**config.mk**
```make
export PLATFORM = sky130hd
export DESIGN_NAME = code_lock_fsm
export DESIGN_NICKNAME = d
export VERILOG_FILES = /design/src/rtl/code_lock_fsm_pkg.sv /design/src/rtl/code_lock_fsm_lockout_timer.sv /design/src/rtl/code_lock_fsm.sv
export SDC_FILE = /design/constraint.sdc
export NUM_CORES = 1
export LEC_CHECK = 0
export ABC_CLOCK_PERIOD_IN_PS = 2300
export CAP_MARGIN = 0
export CELL_PAD_IN_SITES_DETAIL_PLACEMENT = 0
export CELL_PAD_IN_SITES_GLOBAL_PLACEMENT = 1
export CORE_ASPECT_RATIO = 0.6
export CORE_MARGIN = 2
export CORE_UTILIZATION = 44
export DETAILED_ROUTE_END_ITERATION = 6
export GPL_ROUTABILITY_DRIVEN = 0
export GPL_TIMING_DRIVEN = 0
export PLACE_DENSITY = 0.87
export SLEW_MARGIN = 20
export SYNTH_ARGS = -nofsm -noshare
export SYNTH_HDL_FRONTEND = slang
export SYNTH_SLANG_ARGS = --single-unit
```
**constraint.sdc**
```tcl
create_clock -name sys_clk -period 2.3 [get_ports sys_clk]
set_input_delay 0.345 -clock sys_clk [delete_from_list [all_inputs] [get_ports sys_clk]]
set_output_delay 0.345 -clock sys_clk [all_outputs]
set_load 0.05 [all_outputs]
```
**src/rtl/code_lock_fsm_pkg.sv**
```systemverilog
// Shared constants and state encoding for the combination-lock block.
// Latency: n/a (types and constants only).
// Backpressure: n/a.
package code_lock_fsm_pkg;

    // Width of one code digit, which matches the comparator operand width
    localparam int DIGIT_W = 2;

    // Lock controller states; encoding 2'd3 is unused and recovers to ST_ENTRY
    typedef enum logic [1:0] {
        ST_ENTRY   = 2'd0,
        ST_OPEN    = 2'd1,
        ST_LOCKOUT = 2'd2
    } state_t;

endpackage

```
**src/rtl/code_lock_fsm_lockout_timer.sv**
```systemverilog
// Lockout timer: runs for exactly LOCKOUT_CYC cycles after a start strobe.
// Latency: busy rises the cycle after start; done_pulse is high during the last busy cycle.
// Backpressure: none; start is always accepted and restarts the count.
module lockout_timer #(
    parameter int LOCKOUT_CYC = 50_000_000
) (
    input  logic clk,
    input  logic rst,
    input  logic start,
    output logic busy,
    output logic done_pulse
);

    localparam int CW = $clog2(LOCKOUT_CYC);
    localparam logic [CW-1:0] LAST = CW'(LOCKOUT_CYC - 1);

    logic [CW-1:0] lock_cnt;

    // Count elapsed lockout cycles; stop and clear on the final one so the count never wraps
    always_ff @(posedge clk) begin
        if (rst) begin
            busy     <= 1'b0;
            lock_cnt <= '0;
        end else if (start) begin
            busy     <= 1'b1;
            lock_cnt <= '0;
        end else if (busy) begin
            if (lock_cnt == LAST) begin
                busy     <= 1'b0;
                lock_cnt <= '0;
            end else begin
                lock_cnt <= lock_cnt + 1'b1;
            end
        end
    end

    // Flag the last lockout cycle so the controller leaves on the same edge the timer stops
    assign done_pulse = busy && (lock_cnt == LAST);

endmodule

```
**src/rtl/code_lock_fsm.sv**
```systemverilog
// Combination lock: checks each keyed digit via an external comparator, counts failures, enforces a timed lockout.
// Latency: unlock/fail_pulse/locked_out are registered, one cycle after key_pulse; code_digit/digit_idx decode idx directly.
// Backpressure: none; every key_pulse is consumed (ignored in LOCKOUT). Optional hint port: define CODE_LOCK_HINT_EN.
module code_lock_fsm
    import code_lock_fsm_pkg::*;
#(
    parameter int                      CODE_LEN    = 4,
    parameter logic [2*CODE_LEN-1:0]   CODE        = 8'b00_11_01_10,
    parameter int                      MAX_FAIL    = 3,
    parameter int                      LOCKOUT_CYC = 50_000_000
) (
    input  logic                        sys_clk,
    input  logic                        sys_rst,
    input  logic                        key_pulse,
    input  logic                        less,
    input  logic                        equal,
    input  logic                        greater,
    output logic [DIGIT_W-1:0]          code_digit,
    output logic [$clog2(CODE_LEN)-1:0] digit_idx,
    output logic                        unlock,
    output logic                        fail_pulse,
    output logic                        locked_out
`ifdef CODE_LOCK_HINT_EN
    ,
    output logic [1:0]                  hint
`endif
);

    localparam int IW = $clog2(CODE_LEN);
    localparam int FW = $clog2(MAX_FAIL + 1);
    localparam logic [IW-1:0] IDX_LAST  = IW'(CODE_LEN - 1);
    localparam logic [FW-1:0] FAIL_LAST = FW'(MAX_FAIL - 1);

    state_t        state;
    logic [IW-1:0] idx;
    logic [FW-1:0] fail_cnt;
    logic          match;
    logic          state_bad;
    logic          lock_start;
    logic          timer_rst;
    logic          timer_busy;
    logic          timer_done;

    logic [DIGIT_W-1:0] digit_tbl [CODE_LEN];

    // Split the packed code into a per-position digit table
    for (genvar g = 0; g < CODE_LEN; g++) begin : g_digit
        assign digit_tbl[g] = CODE[DIGIT_W*g +: DIGIT_W];
    end

    // Expected digit and position come straight from idx so the comparator sees the update one cycle later
    assign code_digit = digit_tbl[idx];
    assign digit_idx  = idx;

    // Only a clean one-hot "equal" counts; any other combination is a wrong digit
    assign match = equal && !less && !greater;

    // Unused encoding also forces the timer idle while the controller recovers
    assign state_bad  = !(state inside {ST_ENTRY, ST_OPEN, ST_LOCKOUT});
    assign timer_rst  = sys_rst || state_bad;
    assign lock_start = (state == ST_ENTRY) && key_pulse && !match && (fail_cnt == FAIL_LAST);

    lockout_timer #(
        .LOCKOUT_CYC (LOCKOUT_CYC)
    ) u_lockout_timer (
        .clk        (sys_clk),
        .rst        (timer_rst),
        .start      (lock_start),
        .busy       (timer_busy),
        .done_pulse (timer_done)
    );

    // Lock controller: digit progress, failure bookkeeping and registered LED outputs
    always_ff @(posedge sys_clk) begin
        if (sys_rst) begin
            state      <= ST_ENTRY;
            idx        <= '0;
            fail_cnt   <= '0;
            unlock     <= 1'b0;
            fail_pulse <= 1'b0;
            locked_out <= 1'b0;
`ifdef CODE_LOCK_HINT_EN
            hint       <= 2'b00;
`endif
        end else begin
            fail_pulse <= 1'b0;
            case (state)
                ST_ENTRY: begin
                    if (key_pulse) begin
                        if (match) begin
`ifdef CODE_LOCK_HINT_EN
                            hint <= 2'b00;
`endif
                            if (idx == IDX_LAST) begin
                                state    <= ST_OPEN;
                                idx      <= '0;
                                fail_cnt <= '0;
                                unlock   <= 1'b1;
                            end else begin
                                idx <= idx + 1'b1;
                            end
                        end else begin
                            idx        <= '0;
                            fail_pulse <= 1'b1;
                            if (fail_cnt == FAIL_LAST) begin
                                state      <= ST_LOCKOUT;
                                fail_cnt   <= '0;
                                locked_out <= 1'b1;
`ifdef CODE_LOCK_HINT_EN
                                hint       <= 2'b00;
`endif
                            end else begin
                                fail_cnt <= fail_cnt + 1'b1;
`ifdef CODE_LOCK_HINT_EN
                                hint     <= {greater, less};
`endif
                            end
                        end
                    end
                end
                ST_OPEN: begin
                    // Compare results are irrelevant here; any key press re-locks
                    if (key_pulse) begin
                        state  <= ST_ENTRY;
                        idx    <= '0;
                        unlock <= 1'b0;
                    end
                end
                ST_LOCKOUT: begin
                    // Key presses are ignored; an idle timer here can only mean corruption, so leave too
                    if (timer_done || !timer_busy) begin
                        state      <= ST_ENTRY;
                        locked_out <= 1'b0;
                    end
                end
                default: begin
                    state      <= ST_ENTRY;
                    idx        <= '0;
                    fail_cnt   <= '0;
                    unlock     <= 1'b0;
                    locked_out <= 1'b0;
`ifdef CODE_LOCK_HINT_EN
                    hint       <= 2'b00;
`endif
                end
            endcase
        end
    end

endmodule

```
==> results.json, run 1 <==
{
  "cp-end-kind": "flip-flop",
  "p_per_area_nw_per_um2": 685,
  "coreArea_um2": 4120,
  "finalCritPeriodShare_pct": 91.2,
  "layout_commonest_cell": "dfxtp_1",
  "rsz0062_at_grt": "false",
  "max_slew_margin_pct": 66.3,
  "p_total_mw": 1.49,
  "ff2ff_path_depth": 6,
  "dp.cells": 296,
  "drt-pass1-iter-count": 5,
  "path_buf_inv": 1,
  "worstReg2RegStart": "u_lockout_timer.lock_cnt[14]",
  "dp_hpwl_um": 3090,
  "ys_types": 41,
  "cts.clk_slew.worst_paths_ps": 70,
  "die_h_um": 54.8,
  "cp.arrival_ps": 2280,
  "fin_crit_ps": 2100,
  "irDropWorstVdd_mv": 0.460,
  "postSynthRegisterBits": 36,
  "cts_tree": "yes",
  "post_cts_buffers": 0,
  "area_growth_pct": 14.6,
  "hold_violations": 0,
  "fmax_ghz": 0.477,
  "layout_common_cells": "36 x dfxtp_1, 29 x nor2_1, 17 x nand3_1, 15 x nand2_1, 13 x xnor2_1",
  "cpLargestDelayFamily": "simple AND/OR/NAND/NOR gates",
  "cp.depth": 6,
  "ios": 13,
  "grt_max_degree": 11,
  "die_w_um": 88.7,
  "fp-row-count": 18,
  "num-fill-cells": 401,
  "syn_inst": 225,
  "cts_sinks": 36,
  "r2r_end": "u_lockout_timer.lock_cnt[22]",
  "worst_hold_path_type": "primary input to flip-flop",
  "antenna_found_initial": 0,
  "dieArea_um2": 4860,
  "path_class": "flip-flop to flip-flop",
  "grt.overflow.total": 0,
  "ff_latch_area_um2": 721,
  "grt_pass1_wl_um": 7020,
  "clkLatencyLatePin_ps": 290,
  "finalSetupViolCount": 0,
  "stdcell_count": 304,
  "slowest_stage": "nor4_2",
  "vias": 1603,
  "route.met2.wl_um": 1350,
  "port_buffers": 11,
  "grt_pass1_vias": 1384,
  "status": "finished, final reports clean",
  "synth_seq_area_share_pct": 38.0,
  "start_util_pct": 46.0,
  "fin_nets": 257,
  "drc": 0,
  "cts_resized": 1,
  "synth-main-ff-cell": "dfxtp_1",
  "cts-buffers-inserted": 5,
  "wire_per_inst_um": 13.3,
  "drive_gt1_share_pct": 6.56,
  "cts_root_buf": "clkbuf_8",
  "slowest_delay_ps": 510,
  "r2r_slack_ps": 200,
  "startpoint_type": "flip-flop",
  "crit_fanout": 10,
  "hold_buffers": 0,
  "wl_met1_um": 2320,
  "slew_viol_final": 0,
  "clock_path_buffers": 2,
  "tightestPinTransition_ps": 504,
  "syn-num-nets": 239,
  "top_layer_used": "met4",
  "crit_chain": "and4_1 -> nand2_1 -> nor4_2 -> a21o_1 -> buf_4 -> nor2_1",
  "required_ps": 2480,
  "ys_warn_count": 0,
  "cts-htree-levels": 2,
  "ant_nets": 0,
  "grt_usage_pct": 19.8,
  "post_drt_via_cell_ratio": 5.27,
  "cp-endpoint": "u_lockout_timer.lock_cnt[22]",
  "drtIter0Drc": 122,
  "leakagePower_nw": 0.771,
  "async_reset_ff_share_pct": 0,
  "finClkSkew_ps": 5.95,
  "critPathLaunch": "u_lockout_timer.lock_cnt[14]",
  "cap_violations": 0,
  "syn_area_um2": 1890,
  "dr_wl_met3_um": 316,
  "synth_edf_count": 0,
  "multi_input_area_um2": 1110,
  "diodes": 0,
  "avgSynthCellArea_um2": 8.42,
  "routed_wl_um": 4030
}
routing by layer:
layer | track usage [%] | vias up
li1 | - | 830
met1 | 32.2 | 731
met2 | 23.8 | 38
met3 | 5.13 | 4
met4 | 6.06 | 0
met5 | 0 | -
final cells by class:
cell class	count	area share, %
buffer	7	1.44
sequential	36	33.2
multi-input combinational	173	51.1
inverter	9	1.56
clock buffer	8	4.15
timing repair buffer	11	5.13
tap	60	3.46
worst reg2reg max path: cells and delay by family, from the launching register on:
family | cells | cell delay, ps
buf+inv | 1 | 220
simple gates | 4 | 1050
flops | 1 | 410
compound gates | 1 | 320
Yosys cell counts, types with 2 or more instances:
library cell / n / share of area [%]
a21o_1: 2 / 0.79
a21oi_1: 7 / 1.8
a31oi_1: 2 / 0.66
and2_1: 3 / 0.99
and3_1: 3 / 0.99
and4_1: 5 / 2.3
clkbuf_1: 4 / 0.79
dfxtp_1: 36 / 38
ha_1: 8 / 5.3
inv_1: 9 / 1.8
mux2i_1: 5 / 2.6
nand2_1: 15 / 3.0
nand2b_1: 6 / 2.0
nand3_1: 17 / 4.5
nand4_1: 6 / 2.0
nand4b_1: 2 / 0.92
nor2_1: 29 / 5.7
nor2b_1: 5 / 1.7
nor3_1: 11 / 2.9
nor4_1: 7 / 2.3
o21ai_0: 4 / 1.1
or3b_2: 2 / 0.92
or4_1: 2 / 0.79
xnor2_1: 13 / 6.0
xor2_1: 6 / 2.8
how the worst min path moves through the flow:
| stage | slack [ps] | from | end | depth (start not counted) |
|---|---|---|---|---|
| final | 440 | sys_rst | digit_idx[0] | 2 |
| after global placement | 490 | unlock | unlock | 2 |
| after floorplan | 470 | u_lockout_timer.lock_cnt[4] | u_lockout_timer.lock_cnt[4] | 2 |
| after global routing | 490 | sys_rst | fail_cnt[0] | 2 |
| after CTS | 440 | sys_rst | digit_idx[0] | 2 |
| after detailed placement | 490 | unlock | unlock | 2 |
cell families after synthesis:
kind of cell	synth area share, %
xor gates and xnor gates	8.78
and+or+nand+nor	34.5
DFF	38.0
buffers and inverters	3.43
adders and majority gates	5.28
muxes	3.24
AOI/OAI and AO/OA	6.74
sequential cells by signal, summed over array words and instances (netlist names):
signal                    cells
locked_out                    1
state                         2
u_lockout_timer.lock_cnt     26
digit_idx                     2
unlock                        1
fail_pulse                    1
fail_cnt                      2
u_lockout_timer.busy          1
report_power, final:
part | switching, mW | internal, mW
Combinational | 0.185 | 0.133
Sequential | 0.0435 | 0.663
Clock | 0.218 | 0.244
Total | 0.446 | 1.04
per-stage QoR:
step / util (%) / cell area, µm² / setup slack (ps) / hold slack (ps) / setup TNS [ps]
final: 52.7 / 2170 / 201 / 444 / 0
after floorplan: - / 1890 / 546 / 472 / 0
after detailed placement: 50.5 / 2080 / -24.3 / 492 / -156
after global routing: 52.7 / 2170 / 26.9 / 491 / 0
after global placement: 50.5 / 2080 / -1.40 / 485 / -1.40
after CTS: 52.6 / 2170 / 51.6 / 438 / 0
Note: power is estimated with default switching activity, not from simulation.
==> run 2, diff against run 1 <==
--- a/config.mk
+++ b/config.mk
@@ -16,6 +16,7 @@
 export GPL_ROUTABILITY_DRIVEN = 0
 export GPL_TIMING_DRIVEN = 0
 export PLACE_DENSITY = 0.87
+export REMOVE_ABC_BUFFERS = 1
 export SLEW_MARGIN = 20
 export SYNTH_ARGS = -nofsm -noshare
 export SYNTH_HDL_FRONTEND = slang
==> run 2 against run 1 <==
Sequential cell count unchanged. Via count down 3.4%. Cell count is 2.3% lower. Routed wire length down 4.4%. Sequential power is essentially flat. Highest routed layer unchanged. Critical endpoint is now u_lockout_timer.lock_cnt[8].
==> results.json, run 2 (synthesized netlist as in run 1, its figures left out) <==
{
  "r2r_slack_ps": 370,
  "dp_hpwl_um": 2930,
  "wire_per_inst_um": 13.0,
  "ff2ff_path_depth": 6,
  "ios": 13,
  "p_per_area_nw_per_um2": 666,
  "fmax_ghz": 0.475,
  "hold_buffers": 0,
  "cap_violations": 0,
  "cts-htree-levels": 2,
  "finalCritPeriodShare_pct": 91.4,
  "worst_hold_slack_ps": 503,
  "fin_nets": 251,
  "cp-end-kind": "flip-flop",
  "cts_root_buf": "clkbuf_8",
  "startpoint_type": "primary input",
  "grt.overflow.total": 0,
  "finClkSkew_ps": 7.67,
  "routed_wl_um": 3850,
  "start_util_pct": 46.0,
  "layout_common_cells": "36 x dfxtp_1, 29 x nor2_1, 17 x nand3_1, 15 x nand2_1, 13 x xnor2_1",
  "critPathLaunch": "equal",
  "drc": 0,
  "cts-buffers-inserted": 5,
  "coreArea_um2": 4120,
  "hold_violations": 0,
  "path_class": "primary input to flip-flop",
  "grt_max_degree": 16,
  "irDropWorstVdd_mv": 0.399,
  "crit_fanout": 15,
  "drt-pass1-iter-count": 4,
  "status": "finished, final reports clean",
  "port_buffers": 12,
  "post_drt_via_cell_ratio": 5.22,
  "fin_crit_ps": 2100,
  "layout_commonest_cell": "dfxtp_1",
  "die_h_um": 54.8,
  "fin_util_pct": 51.9,
  "drive_gt1_share_pct": 6.33,
  "worstReg2RegStart": "u_lockout_timer.lock_cnt[0]",
  "worst_hold_path_type": "flip-flop to flip-flop",
  "die_w_um": 88.7,
  "leakagePower_nw": 0.753,
  "antenna_found_initial": 0,
  "clkLatencyLatePin_ps": 280,
  "cts_sinks": 36,
  "vias": 1549,
  "dieArea_um2": 4860,
  "hp-start": "unlock",
  "tightestPinTransition_ps": 497,
  "largest-register": "u_lockout_timer.lock_cnt",
  "clock_path_buffers": 2,
  "ant_nets": 0,
  "cp.arrival_ps": 2320,
  "cts.clk_slew.worst_paths_ps": 60,
  "diodes": 0,
  "drtIter0Drc": 104,
  "area_growth_pct": 12.9,
  "cts_tree": "yes",
  "required_ps": 2520,
  "largest_reg_flops": 26,
  "grt_pass1_wl_um": 6490,
  "rsz0062_at_grt": "false",
  "finalSetupViolCount": 0,
  "r2r_end": "u_lockout_timer.lock_cnt[24]",
  "slew_viol_final": 0,
  "grt_pass1_vias": 1335,
  "grt_usage_pct": 18.1,
  "fp-row-count": 18,
  "max_slew_margin_pct": 66.8,
  "cp-endpoint": "u_lockout_timer.lock_cnt[8]"
}
==> run 2: cell types whose count changed in the layout (fill, tap and decap cells not counted) <==
cell             previous run  this run
clkinv_2                    0         1
clkbuf_8                    6         5
buf_4                       1         0
clkbuf_2                    1         0
buf_1                       1         0
a21o_2                      0         1
clkdlybuf4s50_1             9        10
a21o_1                      2         1
clkbuf_1                    6         1
==> run 2: stage by stage <==
stage	instances	area [µm²]	total power, mW	TNS, ps	setup slack (ps)
after floorplan	218	1860	0.942	0	546
after detailed placement	290	2060	1.03	-2030	-148
after global placement	290	2060	1.03	-1740	-133
after CTS	297	2130	1.44	0	56.3
after global routing	297	2140	1.50	0	76.0
final	297	2140	1.43	0	197
==> run 2: cell type report <==
class,instances,area [µm²]
fill,395,1980
multi-input combinational,173,1110
sequential,36,721
timing repair buffer,12,121
tap,60,75.1
clock buffer,6,72.6
inverter,9,33.8
clock inverter,1,5.00
==> run 2: metal layers <==
layer	up-vias	GRT usage, %	wire length (µm)
met5	-	0	0
met1	679	28.8	2250
met2	45	21.8	1310
met4	0	5.30	30
li1	821	-	-
met3	4	5.88	264
==> run 2: timing repair <==
item	CTS	global route
resized for setup	1	2
setup endpoints to repair	1	2
setup buffers	0	0
pin swaps	0	0
hold endpoints to repair	0	0
==> run 2: how the worst min path moves through the flow <==
stage | endpoint | slack, ps | cells after the start
3_3_place_gp | u_lockout_timer.lock_cnt[4] | 490 | 2
4_1_cts | unlock | 510 | 2
6_report | unlock | 500 | 2
3_5_place_dp | u_lockout_timer.lock_cnt[4] | 490 | 2
2_1_floorplan | digit_idx[1] | 410 | 1
5_1_grt | u_lockout_timer.lock_cnt[3] | 540 | 2
==> run 2: worst max-delay path, cell delays in order <==
cell and delay [ps]:
clkdlybuf4s50_1 470, or3b_2 530, nand4_1 150, nand2_1 280, a21o_2 400, nor2_1 130
==> run 2: power by group <==
group          total (mW)  switching, mW  internal, mW
combinational       0.311          0.178         0.133
clock               0.408          0.202         0.206
sequential          0.707         0.0438         0.663
total                1.43          0.424          1.00
==> run 3, diff against run 2 <==
--- a/config.mk
+++ b/config.mk
@@ -10,7 +10,6 @@
 export CELL_PAD_IN_SITES_DETAIL_PLACEMENT = 0
 export CELL_PAD_IN_SITES_GLOBAL_PLACEMENT = 1
 export CORE_ASPECT_RATIO = 0.6
-export CORE_MARGIN = 2
 export CORE_UTILIZATION = 44
 export DETAILED_ROUTE_END_ITERATION = 6
 export GPL_ROUTABILITY_DRIVEN = 0
==> run 3 against run 2 <==
Sequential cell count is the same. Count of clock-buffer cells in the layout grew 1. Power rose by 5.0%. Die area decreased by 5.8%. Hold slack gained 9.2 ps. Sequential power about the same. Via count is 0.26% higher. Worst setup slack better by 12 ps. Global-route usage grew 1.5 points. Critical endpoint unchanged.
==> results.json, run 3 (synthesized netlist as in run 1, its figures left out) <==
{
  "finalCritPeriodShare_pct": 90.9,
  "finalSetupViolCount": 0,
  "area_growth_pct": 14.1,
  "routed_wl_um": 3850,
  "r2r_end": "u_lockout_timer.lock_cnt[22]",
  "cts.clk_slew.worst_paths_ps": 70,
  "fmax_ghz": 0.478,
  "start_util_pct": 46.0,
  "hold_violations": 0,
  "port_buffers": 12,
  "coreArea_um2": 4120,
  "ant_nets": 0,
  "layout_commonest_cell": "dfxtp_1",
  "startpoint_type": "primary input",
  "multi_input_area_um2": 1110,
  "cp.arrival_ps": 2310,
  "setup_tns_ps": 0,
  "ff2ff_path_depth": 6,
  "largest_reg_flops": 26,
  "grt_usage_pct": 19.5,
  "max_slew_margin_pct": 66.9,
  "p_per_area_nw_per_um2": 693,
  "cts_root_buf": "clkbuf_8",
  "drive_gt1_share_pct": 6.75,
  "antenna_found_initial": 0,
  "cpLargestDelayFamily": "simple AND/OR/NAND/NOR gates",
  "min_path_cells": 2,
  "cts-htree-levels": 2,
  "finClkSkew_ps": 7.93,
  "irDropWorstVdd_mv": 0.486,
  "fin_crit_ps": 2090,
  "drc": 0,
  "crit_fanout": 15,
  "largest-register": "u_lockout_timer.lock_cnt",
  "slowest_stage": "or3b_2",
  "die_w_um": 86.7,
  "grt.overflow.total": 0,
  "hp-start": "u_lockout_timer.lock_cnt[3]",
  "post_drt_via_cell_ratio": 5.23,
  "wire_per_inst_um": 13.0,
  "clock_path_buffers": 2,
  "pre_cts_slack_ps": -132,
  "slowest_delay_ps": 540,
  "ff_latch_area_um2": 721,
  "clkLatencyLatePin_ps": 280,
  "drt-pass1-iter-count": 4,
  "crit_chain": "clkdlybuf4s50_1 -> or3b_2 -> nand4_1 -> nand2_1 -> a21o_2 -> nor2_1",
  "dp_hpwl_um": 2940,
  "fin_util_pct": 52.4,
  "path_class": "primary input to flip-flop",
  "final_design_area_no_fill_um2": 2160,
  "r2r_slack_ps": 370,
  "cts_sinks": 36,
  "drtIter0Drc": 94,
  "grt_max_degree": 16,
  "tightestPinTransition_ps": 495,
  "worst_hold_slack_ps": 513,
  "cts_tree": "yes",
  "rsz0062_at_grt": "false",
  "status": "finished, final reports clean",
  "path_buf_inv": 1,
  "finalWorstSetupSlack_ps": 209,
  "slew_viol_final": 0,
  "cap_violations": 0,
  "cts-buffers-inserted": 5,
  "layout_common_cells": "36 x dfxtp_1, 29 x nor2_1, 17 x nand3_1, 15 x nand2_1, 13 x xnor2_1",
  "num-fill-cells": 408,
  "worstReg2RegStart": "u_lockout_timer.lock_cnt[0]",
  "grt_pass1_vias": 1326,
  "min_delay_worst_endpoint": "u_lockout_timer.lock_cnt[3]",
  "placed_area_um2": 2060,
  "required_ps": 2520,
  "fin_nets": 251,
  "cp-end-kind": "flip-flop",
  "worst_hold_path_type": "flip-flop to flip-flop",
  "die_h_um": 52.8,
  "critPathLaunch": "equal",
  "dieArea_um2": 4580,
  "ios": 13,
  "vias": 1553,
  "fp-row-count": 18,
  "grt_pass1_wl_um": 6690,
  "leakagePower_nw": 0.765,
  "diodes": 0
}
run 3: changes by cell type in the layout (fill, tap and decap cells not counted):
cell | previous run | this run
dlygate4sd2_1 | 1 | 0
clkbuf_1 | 1 | 0
dlymetal6s2s_1 | 1 | 2
clkinv_2 | 1 | 0
clkbuf_8 | 5 | 7
run 3: routing by layer:
metal | vias up | part of all wire, % | track usage [%]
li1 | 815 | - | -
met1 | 700 | 60 | 32.0
met2 | 36 | 33 | 22.9
met3 | 2 | 7.1 | 5.98
met4 | 0 | 0.42 | 4.17
met5 | - | 0 | 0
run 3: final cells by class:
cell class | instances | area share (%)
clock buffers | 7 | 4.46
flip-flops and latches | 36 | 33.4
inverters | 9 | 1.56
repair buffers | 12 | 5.79
well taps | 60 | 3.47
multi-input cells | 173 | 51.4
run 3: power breakdown:
part / switching [mW] / total [mW] / internal, mW
Sequential: 0.0456 / 0.708 / 0.663
Combinational: 0.181 / 0.315 / 0.134
Clock: 0.207 / 0.473 / 0.267
Total: 0.434 / 1.50 / 1.06
run 3: worst reg2reg max path: stages (launching register included):
cell and delay (ps):
dfxtp_1 450, ha_1 240, and2_1 250, nand4_1 280, nor4_1 400, xnor2_1 160, nor2_1 50
run 3: through the flow:
step           std cells  power (mW)
2_1_floorplan        218       0.942
3_3_place_gp         290        1.03
3_5_place_dp         290        1.03
4_1_cts              297        1.51
5_1_grt              297        1.58
6_report             297        1.50
run 3: worst max path at each step:
stage | slack (ps) | depth (start not counted) | end
finish | 210 | 6 | u_lockout_timer.lock_cnt[8]
detailed placement | -130 | 6 | u_lockout_timer.lock_cnt[8]
floorplan | 550 | 3 | code_digit[1]
global route | 60 | 6 | u_lockout_timer.lock_cnt[24]
CTS | 10 | 4 | code_digit[1]
global placement | -140 | 6 | u_lockout_timer.lock_cnt[8]
run 3: timing repair:
item | 4_1_cts | 5_1_grt
endpoints found under the setup margin | 0 | 5
setup buffers | 0 | 0
hold buffers | 0 | 0
gates resized for setup | 0 | 3
